===== config.mk =====
export PLATFORM = sky130hd
export DESIGN_NAME = fetch_seq_flat
export DESIGN_NICKNAME = d
export VERILOG_FILES = /design/src/rtl/fetch_seq_if.sv /design/src/rtl/fetch_seq.sv /design/src/flat_wrapper.sv
export SDC_FILE = /design/constraint.sdc
export NUM_CORES = 1
export LEC_CHECK = 0
export ABC_CLOCK_PERIOD_IN_PS = 3300
export BUFFER_PORTS_ARGS = -buffer_cell sky130_fd_sc_hd__buf_2
export CAP_MARGIN = 0
export CORE_MARGIN = 4
export CORE_UTILIZATION = 26
export CTS_BUF_LIST = sky130_fd_sc_hd__clkbuf_8
export DETAILED_ROUTE_END_ITERATION = 8
export PLACE_DENSITY = 0.54
export SYNTH_ARGS = -nofsm -noshare
export SYNTH_HDL_FRONTEND = slang
export SYNTH_SLANG_ARGS = --single-unit

===== constraint.sdc =====
create_clock -name clk -period 3.3 [get_ports clk]
set_clock_uncertainty 0.2 [all_clocks]
set_input_delay 0.495 -clock clk [delete_from_list [all_inputs] [get_ports clk]]
set_output_delay 0.495 -clock clk [all_outputs]
set_load 0.1 [all_outputs]

===== src/rtl/fetch_seq_if.sv =====
// fetch_seq_if: instruction-memory, decode and execute handshake bundle of the fetch sequencer.
// master = sequencer side, slave = memory/decode/execute side.
interface fetch_seq_if;
  logic        imem_req_o;
  logic [31:0] imem_addr_o;
  logic        imem_ack_i;
  logic [31:0] imem_rdata_i;
  logic [31:0] inst_o;
  logic        inst_valid_o;
  logic        inst_ready_i;
  logic        commit_i;
  logic [1:0]  npc_op_i;
  logic [31:0] imm_i;
  logic        br_taken_i;
  logic [31:0] pc_o;
  logic [31:0] pc4_o;
  logic        misalign_o;
  logic        timeout_o;

  modport master (
    output imem_req_o, imem_addr_o, inst_o, inst_valid_o, pc_o, pc4_o, misalign_o, timeout_o,
    input  imem_ack_i, imem_rdata_i, inst_ready_i, commit_i, npc_op_i, imm_i, br_taken_i
  );

  modport slave (
    input  imem_req_o, imem_addr_o, inst_o, inst_valid_o, pc_o, pc4_o, misalign_o, timeout_o,
    output imem_ack_i, imem_rdata_i, inst_ready_i, commit_i, npc_op_i, imm_i, br_taken_i
  );
endinterface


===== src/rtl/fetch_seq.sv =====
// fetch_seq: multi-cycle fetch / next-PC sequencer that owns the architectural PC.
// Define FETCH_TIMEOUT_EN to build in the fetch watchdog (limit set by TIMEOUT).
module fetch_seq #(
  parameter logic [31:0] RESET_PC = 32'h0000_0000,
  parameter int unsigned TIMEOUT  = 16
) (
  input logic         clk,
  input logic         reset,
  fetch_seq_if.master bus
);

  typedef enum logic [2:0] {
    BOOT  = 3'd0,
    REQ   = 3'd1,
    ISSUE = 3'd2,
    EXEC  = 3'd3,
    ERR   = 3'd4
  } state_e;

  state_e      state_r;
  logic [31:0] pc_r;
  logic [31:0] inst_r;
  logic        req_r;
  logic        inst_valid_r;
  logic        misalign_r;
  logic        timeout_r;
  logic [31:0] pc4_s;
  logic [31:0] target_s;
  logic        target_misaligned_s;

  if (TIMEOUT < 32'd2 || TIMEOUT > 32'd255) begin : g_timeout_range
    $error("fetch_seq: TIMEOUT must lie within 2..255");
  end

`ifdef FETCH_TIMEOUT_EN
  localparam logic [7:0] WDOG_LAST = 8'(TIMEOUT - 32'd1);
  logic [7:0] wdog_r;
`endif

  assign pc4_s = pc_r + 32'd4;

  // Next-PC selection from the committed npc_op; JALR arrives as a full rs1+imm target.
  always_comb begin
    target_s = pc4_s;
    case (bus.npc_op_i)
      2'b00: target_s = pc4_s;
      2'b01: begin
        if (bus.br_taken_i) begin
          target_s = pc_r + bus.imm_i;
        end else begin
          target_s = pc4_s;
        end
      end
      2'b10:   target_s = pc_r + bus.imm_i;
      2'b11:   target_s = bus.imm_i & 32'hFFFF_FFFE;
      default: target_s = pc4_s;
    endcase
    target_misaligned_s = (target_s[1:0] != 2'b00);
  end

  // Sequencer FSM together with the PC and every registered output.
  always_ff @(posedge clk or negedge reset) begin
    if (!reset) begin
      state_r      <= BOOT;
      pc_r         <= RESET_PC;
      inst_r       <= 32'h0000_0000;
      inst_valid_r <= 1'b0;
      req_r        <= 1'b0;
      misalign_r   <= 1'b0;
      timeout_r    <= 1'b0;
`ifdef FETCH_TIMEOUT_EN
      wdog_r       <= 8'd0;
`endif
    end else begin
      case (state_r)
        BOOT: begin
          state_r <= REQ;
          req_r   <= 1'b1;
`ifdef FETCH_TIMEOUT_EN
          wdog_r  <= 8'd0;
`endif
        end
        REQ: begin
          if (bus.imem_ack_i) begin
            inst_r       <= bus.imem_rdata_i;
            inst_valid_r <= 1'b1;
            req_r        <= 1'b0;
            state_r      <= ISSUE;
          end else begin
`ifdef FETCH_TIMEOUT_EN
            // An ack on the last allowed cycle takes the branch above, so it wins.
            if (wdog_r == WDOG_LAST) begin
              timeout_r <= 1'b1;
              req_r     <= 1'b0;
              state_r   <= ERR;
            end else begin
              wdog_r <= wdog_r + 8'd1;
            end
`endif
          end
        end
        ISSUE: begin
          if (bus.inst_ready_i) begin
            inst_valid_r <= 1'b0;
            state_r      <= EXEC;
          end else begin
            inst_valid_r <= 1'b1;
          end
        end
        EXEC: begin
          if (bus.commit_i) begin
            if (target_misaligned_s) begin
              misalign_r <= 1'b1;
              state_r    <= ERR;
            end else begin
              pc_r    <= target_s;
              req_r   <= 1'b1;
              state_r <= REQ;
`ifdef FETCH_TIMEOUT_EN
              wdog_r  <= 8'd0;
`endif
            end
          end else begin
            state_r <= EXEC;
          end
        end
        ERR: begin
          req_r        <= 1'b0;
          inst_valid_r <= 1'b0;
        end
        default: begin
          req_r        <= 1'b0;
          inst_valid_r <= 1'b0;
          state_r      <= ERR;
        end
      endcase
    end
  end

  assign bus.imem_req_o   = req_r;
  assign bus.imem_addr_o  = pc_r;
  assign bus.inst_o       = inst_r;
  assign bus.inst_valid_o = inst_valid_r;
  assign bus.pc_o         = pc_r;
  assign bus.pc4_o        = pc4_s;
  assign bus.misalign_o   = misalign_r;
  assign bus.timeout_o    = timeout_r;

endmodule


===== src/flat_wrapper.sv =====
// flat-port wrapper written by rule: the top's interface ports become plain ports
module fetch_seq_flat 
#(
  parameter logic [31:0] RESET_PC = 32'h0000_0000,
  parameter int unsigned TIMEOUT  = 16
)
  (clk, reset, bus_imem_req_o, bus_imem_addr_o, bus_inst_o, bus_inst_valid_o, bus_pc_o, bus_pc4_o, bus_misalign_o, bus_timeout_o, bus_imem_ack_i, bus_imem_rdata_i, bus_inst_ready_i, bus_commit_i, bus_npc_op_i, bus_imm_i, bus_br_taken_i);
  fetch_seq_if bus_i ();
  input logic clk;
  input logic reset;
  output wire logic [$bits(bus_i.imem_req_o)-1:0] bus_imem_req_o;
  output wire logic [$bits(bus_i.imem_addr_o)-1:0] bus_imem_addr_o;
  output wire logic [$bits(bus_i.inst_o)-1:0] bus_inst_o;
  output wire logic [$bits(bus_i.inst_valid_o)-1:0] bus_inst_valid_o;
  output wire logic [$bits(bus_i.pc_o)-1:0] bus_pc_o;
  output wire logic [$bits(bus_i.pc4_o)-1:0] bus_pc4_o;
  output wire logic [$bits(bus_i.misalign_o)-1:0] bus_misalign_o;
  output wire logic [$bits(bus_i.timeout_o)-1:0] bus_timeout_o;
  input wire logic [$bits(bus_i.imem_ack_i)-1:0] bus_imem_ack_i;
  input wire logic [$bits(bus_i.imem_rdata_i)-1:0] bus_imem_rdata_i;
  input wire logic [$bits(bus_i.inst_ready_i)-1:0] bus_inst_ready_i;
  input wire logic [$bits(bus_i.commit_i)-1:0] bus_commit_i;
  input wire logic [$bits(bus_i.npc_op_i)-1:0] bus_npc_op_i;
  input wire logic [$bits(bus_i.imm_i)-1:0] bus_imm_i;
  input wire logic [$bits(bus_i.br_taken_i)-1:0] bus_br_taken_i;
  assign bus_imem_req_o = bus_i.imem_req_o;
  assign bus_imem_addr_o = bus_i.imem_addr_o;
  assign bus_inst_o = bus_i.inst_o;
  assign bus_inst_valid_o = bus_i.inst_valid_o;
  assign bus_pc_o = bus_i.pc_o;
  assign bus_pc4_o = bus_i.pc4_o;
  assign bus_misalign_o = bus_i.misalign_o;
  assign bus_timeout_o = bus_i.timeout_o;
  assign bus_i.imem_ack_i = bus_imem_ack_i;
  assign bus_i.imem_rdata_i = bus_imem_rdata_i;
  assign bus_i.inst_ready_i = bus_inst_ready_i;
  assign bus_i.commit_i = bus_commit_i;
  assign bus_i.npc_op_i = bus_npc_op_i;
  assign bus_i.imm_i = bus_imm_i;
  assign bus_i.br_taken_i = bus_br_taken_i;
  fetch_seq #(.RESET_PC(RESET_PC), .TIMEOUT(TIMEOUT)) u_core (.clk(clk), .reset(reset), .bus(bus_i));
endmodule

Word-level counts from Yosys, hierarchy flattened
Index checks and enable logic that the tools add are counted.
Word-level totals
  latch bits: 0
  memory bits (read-only): 0
  RAM bits: 0
  register bits: 70
  logic and storage cells: 47
  output and inout port bits: 132
  memories: 0
  input bits: 72
Operators by class
  equal/unequal tests: 11
  shifts and indexed selects: 0
  mux-type cells: 14
  divide/modulo/power cells: 0
  bitwise operators: 4
  $lt $le $gt $ge: 0
  multipliers: 0
  add/subtract/negate cells: 2
  reduce and logical (&&, ||, !) cells: 10
Operators with widths (number)
  32-bit case mux with 4 select lines: 1
  32-bit by 3-bit adder with 32-bit output (second input constant): 1
  32-bit adder: 1
  32-bit 2-to-1 mux: 1
  3-bit case mux with 5 select lines: 1
  3-bit 2-to-1 mux: 4
  3-bit AND reduction: 3
  2-bit inequality test (second input constant): 4
  3-bit by 2-bit == test with 1-bit output (second input constant): 2
  1-bit 2-to-1 mux: 5
  2-bit == test (second input constant): 2
  1-bit inverter: 4
  1-bit case mux with 4 select lines: 1
  2-bit AND reduction: 2
  4-bit AND reduction: 1
  3-bit by 1-bit == test with 1-bit output (second input constant): 1
  3-bit == test (second input constant): 1
  3-bit zero test: 1
  1-bit case mux with 3 select lines: 1
  2-bit by 1-bit == test with 1-bit output (second input constant): 1
  2-bit zero test: 1
  2-bit nonzero test: 1
  2-bit OR reduction: 1

Logic depth before layout (Yosys ltp)
Gate-level depths: netlist (run 1).
  depth in word-level cells: 7
  depth in mapped cells: 12
  depth with buffers taken out: 12

Worst setup path before layout (run 1)
Ideal clock, no wire load.
  path type: reg-to-output
  from: register u_core.pc_r[2] (netlist: u_core.bus.imem_addr_o[2])
  to: output port bus_pc4_o[28]
  cell stages (with the launch flop): 8
  setup slack: -1.292 ns
  data required time: 2.605 ns
  arrival: 3.897 ns
  path through: dfrtp_1 -> ha_1 -> nand4_2 -> nor3_4 -> nand3_4 -> nor2_2 -> nand2_2 -> xnor2_1
Between the ends
  cells in the longest elaborated chain, start to end: 1
RTL lines
  start, declared: line fetch_seq.sv:21  | logic [31:0] pc_r;
  start signal, assigned: line fetch_seq.sv:116  | pc_r <= target_s;
  32-bit by 3-bit adder with 32-bit output: line fetch_seq.sv:40  | assign pc4_s = pc_r + 32'd4;
  end, declared: line flat_wrapper.sv:16  | output wire logic [$bits(bus_i.pc4_o)-1:0] bus_pc4_o;
No other way between the ends.

Worst setup path in the final report (run 1)
  from: register u_core.pc_r[6] (netlist: u_core.bus.imem_addr_o[6])
  to: output port bus_pc4_o[31]
The elaborated chain is that of the path after synthesis.

==> results of run 1 <==
state kept, by name, indices dropped and copies added, names as in the netlist:
register	flops
u_core.bus.imem_addr_o	32
u_core.bus.inst_o	32
u_core.state_r	3
u_core.bus.imem_req_o	1
u_core.bus.inst_valid_o	1
u_core.bus.misalign_o	1
area by class of cell:
| class | count | area, sq um | area share (%) |
|---|---|---|---|
| Inverter | 20 | 75.07 | 0.9594 |
| Clock buffer | 9 | 123.9 | 1.583 |
| Timing Repair Buffer | 240 | 1469 | 18.77 |
| Tap cell | 280 | 350.3 | 4.477 |
| Sequential cell | 70 | 1810 | 23.14 |
| Antenna cell | 1 | 2.502 | 0.03198 |
| Clock inverter | 7 | 61.31 | 0.7835 |
| Multi-Input combinational cell | 497 | 3933 | 50.26 |
metal layers:
metal	routed length, microns	part of all wire, %	vias up
met4	174	0.88	0
met2	9214	47	215
met1	8756	44	2717
met5	0	0	-
met3	1546	7.9	12
li1	-	-	2733
per-stage QoR:
step           instance area (sq um)  setup TNS (ns)
2_1_floorplan                   6172         -0.1598
3_5_place_dp                    7527               0
4_1_cts                         7744               0
5_1_grt                         7823               0
3_3_place_gp                    7527               0
6_report                        7825               0
logic make-up (layout without fill, tap and decap cells):
family,count (synthesis),in the layout,synth area share (%)
AO/OA/AOI/OAI,189,189,22.58
AND/OR/NAND/NOR,186,186,17.02
buffers and inverters,85,276,8.080
flip-flops,70,70,30.17
XOR/XNOR,53,53,8.123
multiplexers,35,35,6.723
adder cells (fa/ha/maj),33,33,7.240
other,1,2,0.06458
Yosys cell counts, drive strengths merged (4+ instances only):
library cell  count  area, sq um
o22ai             4        25.02
and4              5        43.79
xnor2            24        210.2
dfrtp            70         1752
mux2             32        360.4
a21oi            53        276.5
inv              20        75.07
nand4            13        102.6
nor2b             8        50.05
a21o             16        120.1
a31oi             6        58.80
clkbuf           22        82.58
nor3              4        36.29
o21ai            48        247.7
nor2             47        183.9
nand2b            4        25.02
nor4              7        58.81
o221ai            6        52.55
a221oi           12        105.1
a222oi            9        90.09
nand2            64        242.7
a211oi            5        47.54
nand3            18        125.1
buf              43        311.5
and3              7        45.05
xor2             29        261.5
ha               32        400.4
path summary, 6_finish.rpt:
kind                       slack, ns                                endpoint  depth (start not counted)                                  start
hold / removal                  0.07       u_core.bus.inst_o[16]$_DFFE_PN0P_                          1                                  reset
min in group clk                0.14       u_core.bus.inst_o[26]$_DFFE_PN0P_                          2                   bus_imem_rdata_i[26]
setup / recovery                0.09                           bus_pc4_o[31]                          8  u_core.bus.imem_addr_o[6]$_DFFE_PN0P_
hold reg to reg                 0.26       u_core.bus.misalign_o$_DFFE_PN0P_                          1      u_core.bus.misalign_o$_DFFE_PN0P_
max in group asynchronous       2.09  u_core.bus.imem_addr_o[20]$_DFFE_PN0P_                          1                                  reset
setup reg to reg                0.18  u_core.bus.imem_addr_o[23]$_DFFE_PN0P_                         12  u_core.bus.imem_addr_o[2]$_DFFE_PN0P_
critical path: stages (launching register included):
cell	delay [ns]
dfrtp_4	0.49
nand3_2	0.12
nor4_4	0.28
buf_4	0.19
nand3_1	0.20
buf_4	0.21
nor3_2	0.24
xnor2_2	0.18
buf_12	0.21
timing repair:
item,4_1_cts,5_1_grt
setup endpoints to repair,6,11
buffers inserted,2,8
gates resized for setup,4,7
pin swaps,1,7
==> flow_summary.json, run 1 <==
{
  "top_usage_layer": "met2",
  "cp.required_ns": 2.60,
  "num_vias": 5677,
  "grt_first_pass_wirelength_microns": 30950,
  "dp.cells": 1097,
  "setup_viol": 0,
  "routedWlPerCell_microns": 17.52,
  "clkLatencyLatePin_ns": 0.37,
  "wl_microns": 19690,
  "maxCapViolCount": 0,
  "ys_seq_elements": 70,
  "timing.final.crit_share_pct": 97.13,
  "clock.fmax_mhz": 312.0,
  "ys_seq_area_share_pct": 30.17,
  "postCtsHoldBufs": 0,
  "dieArea_sq_mm": 0.02479,
  "drt_iter0_drc": 330,
  "finalHoldViolations": 0,
  "fin_hold_ws_ns": 0.06687,
  "dp_slack_ns": 0.1907,
  "grtUsageMet3_pct": 4.234,
  "syn_to_final_growth_pct": 34.76,
  "initial_core_util_pct": 26.53,
  "num_io_pins": 204,
  "dp_hpwl_microns": 15120,
  "cts_max_path_buffers": 2,
  "syn_inst": 652,
  "first_pass_iters": 5,
  "syn_nets": 757,
  "synth.avg_cell_area_sq_um": 8.906,
  "port_buffers": 202,
  "cts_sinks": 70,
  "synth-edff-count": 0,
  "min_period_ns": 3.205,
  "grt_pass1_vias": 5565,
  "grt_usage_pct": 15.79,
  "die_width_microns": 157.4,
  "grt_max_degree": 71,
  "worstSetupPathType": "flop to primary output",
  "rows": 54,
  "crit_fanout": 7,
  "gr-total-overflow": 0,
  "synthArstFlopShare_pct": 100.0,
  "antenna_found_initial": 0,
  "stdcell_count": 1124,
  "final_cell_mix": "188 x buf_2, 63 x nand2_1, 47 x a21oi_1",
  "final_nets": 943,
  "max_slew_margin_pct": 35.51,
  "drive_gt1_share_pct": 45.20,
  "post_synth_num_cell_types": 74,
  "utilization_pct": 35.75,
  "tightest_slew_ns": 0.9673,
  "yosysWarnings": 1,
  "holdCritPathClass": "primary input to async pin",
  "ys.flop_type": "dfrtp_1",
  "final_common_cell": "buf_2",
  "arrival_ns": 2.51,
  "grt_use_met2_pct": 25.65,
  "cts_tree": "yes",
  "outcome": "finished, final reports clean",
  "worst_slack_ns": 0.09462,
  "h-tree-depth": 3,
  "synth_area_sq_mm": 0.005807,
  "die_height_microns": 157.4,
  "clk_pin_slew_worst_paths_ns": 0.10,
  "viasPerCell": 5.051,
  "core-area_sq_mm": 0.02189,
  "clockRootBuffer": "clkbuf_8",
  "slew_viol_final": 0,
  "fillers": 2295,
  "rsz0062_at_grt": "false",
  "cts_buffers": 9,
  "worstSetupStartpointType": "flop",
  "use_met1_pct": 21.23,
  "end_kind": "primary output",
  "remaining_drc_errors": 0,
  "ant_nets": 0,
  "gp_congestion": 0.8497
}
Power of run 1 is not shown: default switching activity piles up to over one toggle a cycle in this logic, so the estimate is an artifact.
==> run 2, diff against run 1 <==
- ABC_CLOCK_PERIOD_IN_PS: 3300 -> 3100
- clock period: 3.3 -> 3.1 ns (I/O delays scaled with it)
==> run 2 against run 1 <==
Non-clock buffer count rose by 24. Register-to-register slack got worse by 0.02 ns. Sequential share of layout area down 0.94 points. Die area unchanged. Critical path type unchanged.
==> flow_summary.json, run 2 (synthesis results as in run 1) <==
{
  "drive_gt1_share_pct": 48.56,
  "use_met1_pct": 21.00,
  "first_pass_iters": 5,
  "drt_iter0_drc": 356,
  "maxCapViolCount": 0,
  "outcome": "finished, final reports clean",
  "dp_slack_ns": -0.02918,
  "gp_congestion": 0.9048,
  "final_common_cell": "buf_2",
  "holdCritPathClass": "primary input to flop",
  "startpoint": "u_core.bus.imem_addr_o[2]$_DFFE_PN0P_",
  "port_buffers": 202,
  "syn_to_final_growth_pct": 42.10,
  "core-area_sq_mm": 0.02189,
  "cts_tree": "yes",
  "regArea_sq_mm": 0.001832,
  "final_cell_mix": "185 x buf_2, 62 x nand2_1, 60 x buf_4",
  "tightest_slew_ns": 0.7210,
  "place_area_sq_mm": 0.007825,
  "crit_fanout": 3,
  "grt_first_pass_wirelength_microns": 32060,
  "remaining_drc_errors": 0,
  "multi_input_area_sq_mm": 0.004065,
  "rsz0062_at_grt": "true",
  "cts_max_path_buffers": 2,
  "viasPerCell": 5.048,
  "timing.final.crit_share_pct": 98.02,
  "worstSetupStartpointType": "flop",
  "clkLatencyLatePin_ns": 0.37,
  "end_kind": "primary output",
  "fin_tns_setup_ns": 0,
  "slew_viol_final": 0,
  "num_vias": 5795,
  "min_period_ns": 3.038,
  "cts_sinks": 70,
  "h-tree-depth": 3,
  "wl_microns": 20420,
  "cp.required_ns": 2.43,
  "grt_pass1_vias": 5809,
  "grt_max_degree": 53,
  "cts_buffers": 9,
  "fillers": 2263,
  "die_width_microns": 157.4,
  "worstSetupPathType": "flop to primary output",
  "arrival_ns": 2.37,
  "rows": 54,
  "clockRootBuffer": "clkbuf_8",
  "finalHoldViolations": 0,
  "top_usage_layer": "met2",
  "final_nets": 967,
  "r2r_start": "u_core.bus.imem_addr_o[5]$_DFFE_PN0P_",
  "setup_viol": 0,
  "initial_core_util_pct": 26.53,
  "dp_hpwl_microns": 16060,
  "num_io_pins": 204,
  "grt_use_met2_pct": 27.40,
  "grt_usage_pct": 16.34,
  "dieArea_sq_mm": 0.02479,
  "clock.fmax_mhz": 329.1,
  "ant_nets": 0,
  "gr-total-overflow": 0,
  "fin_area_sq_mm": 0.008252,
  "grtUsageMet3_pct": 5.087,
  "max_slew_margin_pct": 51.94,
  "clk_pin_slew_worst_paths_ns": 0.08,
  "hp-start": "bus_imem_rdata_i[19]",
  "worst_slack_ns": 0.06151,
  "routedWlPerCell_microns": 17.79,
  "die_height_microns": 157.4,
  "antenna_found_initial": 0
}
==> run 2: changes by cell type in the layout (fill, tap and decap cells not counted), sizes merged <==
cell	delta
bufinv	+2
buf	+21
clkinv	+1
clkbuf	+3
clkinvlp	-1
dlygate4sd3	+1
inv	-3
==> run 2: worst paths after layout <==
check / to / slack (ns) / cells after the start
max: bus_pc4_o[29] / 0.06 / 10
min reg2reg: u_core.bus.misalign_o$_DFFE_PN0P_ / 0.27 / 1
min: u_core.bus.inst_o[19]$_DFFE_PN0P_ / 0.13 / 2
max in group asynchronous: u_core.state_r[0]$_DFFE_PN0P_ / 1.57 / 3
max reg2reg: u_core.bus.imem_addr_o[28]$_DFFE_PN0P_ / 0.16 / 10
min in group asynchronous: u_core.bus.inst_o[14]$_DFFE_PN0P_ / 0.49 / 2
==> run 2: timing repair <==
action | in CTS | in global routing
buffers inserted | 10 | 4
endpoints found under the hold margin | 50 | 0
resized for setup | 6 | 17
cloned | 0 | 0
hold buffers | 1 | 0
endpoints found under the setup margin | 11 | 24
pin swaps | 3 | 13
==> run 2: layout make-up <==
class / count / share of cell area (%)
Clock buffer: 10 / 1.668
Tap cell: 280 / 4.246
Antenna cell: 1 / 0.03033
Inverter: 20 / 0.9098
Clock inverter: 6 / 1.031
Multi-Input combinational cell: 497 / 49.26
Timing Repair Buffer: 264 / 20.65
Sequential cell: 70 / 22.20
==> run 2: worst max-delay path: stages, from the launching register on <==
cell	delay [ns]
dfrtp_4	0.46
buf_6	0.11
nand2_2	0.08
nor4_4	0.26
buf_4	0.18
nand3_1	0.09
buf_6	0.16
nor2_4	0.08
and3_4	0.23
xor2_4	0.17
buf_12	0.19
==> run 2: per-layer routing <==
metal  wire length (microns)  vias to the layer above
li1                        -                     2781
met1                    8783                     2768
met2                    9670                      232
met3                    1780                       14
met4                     189                        0
met5                       0                        -
==> run 2: metrics by stage <==
stage	hold slack, ns	cells	util [%]
floorplan	-0.03059	652	-
global placement	0.2354	1116	35.75
detailed placement	0.2454	1116	35.75
CTS	0.1101	1143	37.24
global route	0.1076	1147	37.68
finish	0.1264	1148	37.69
Power of run 2 is left out for the same reason.
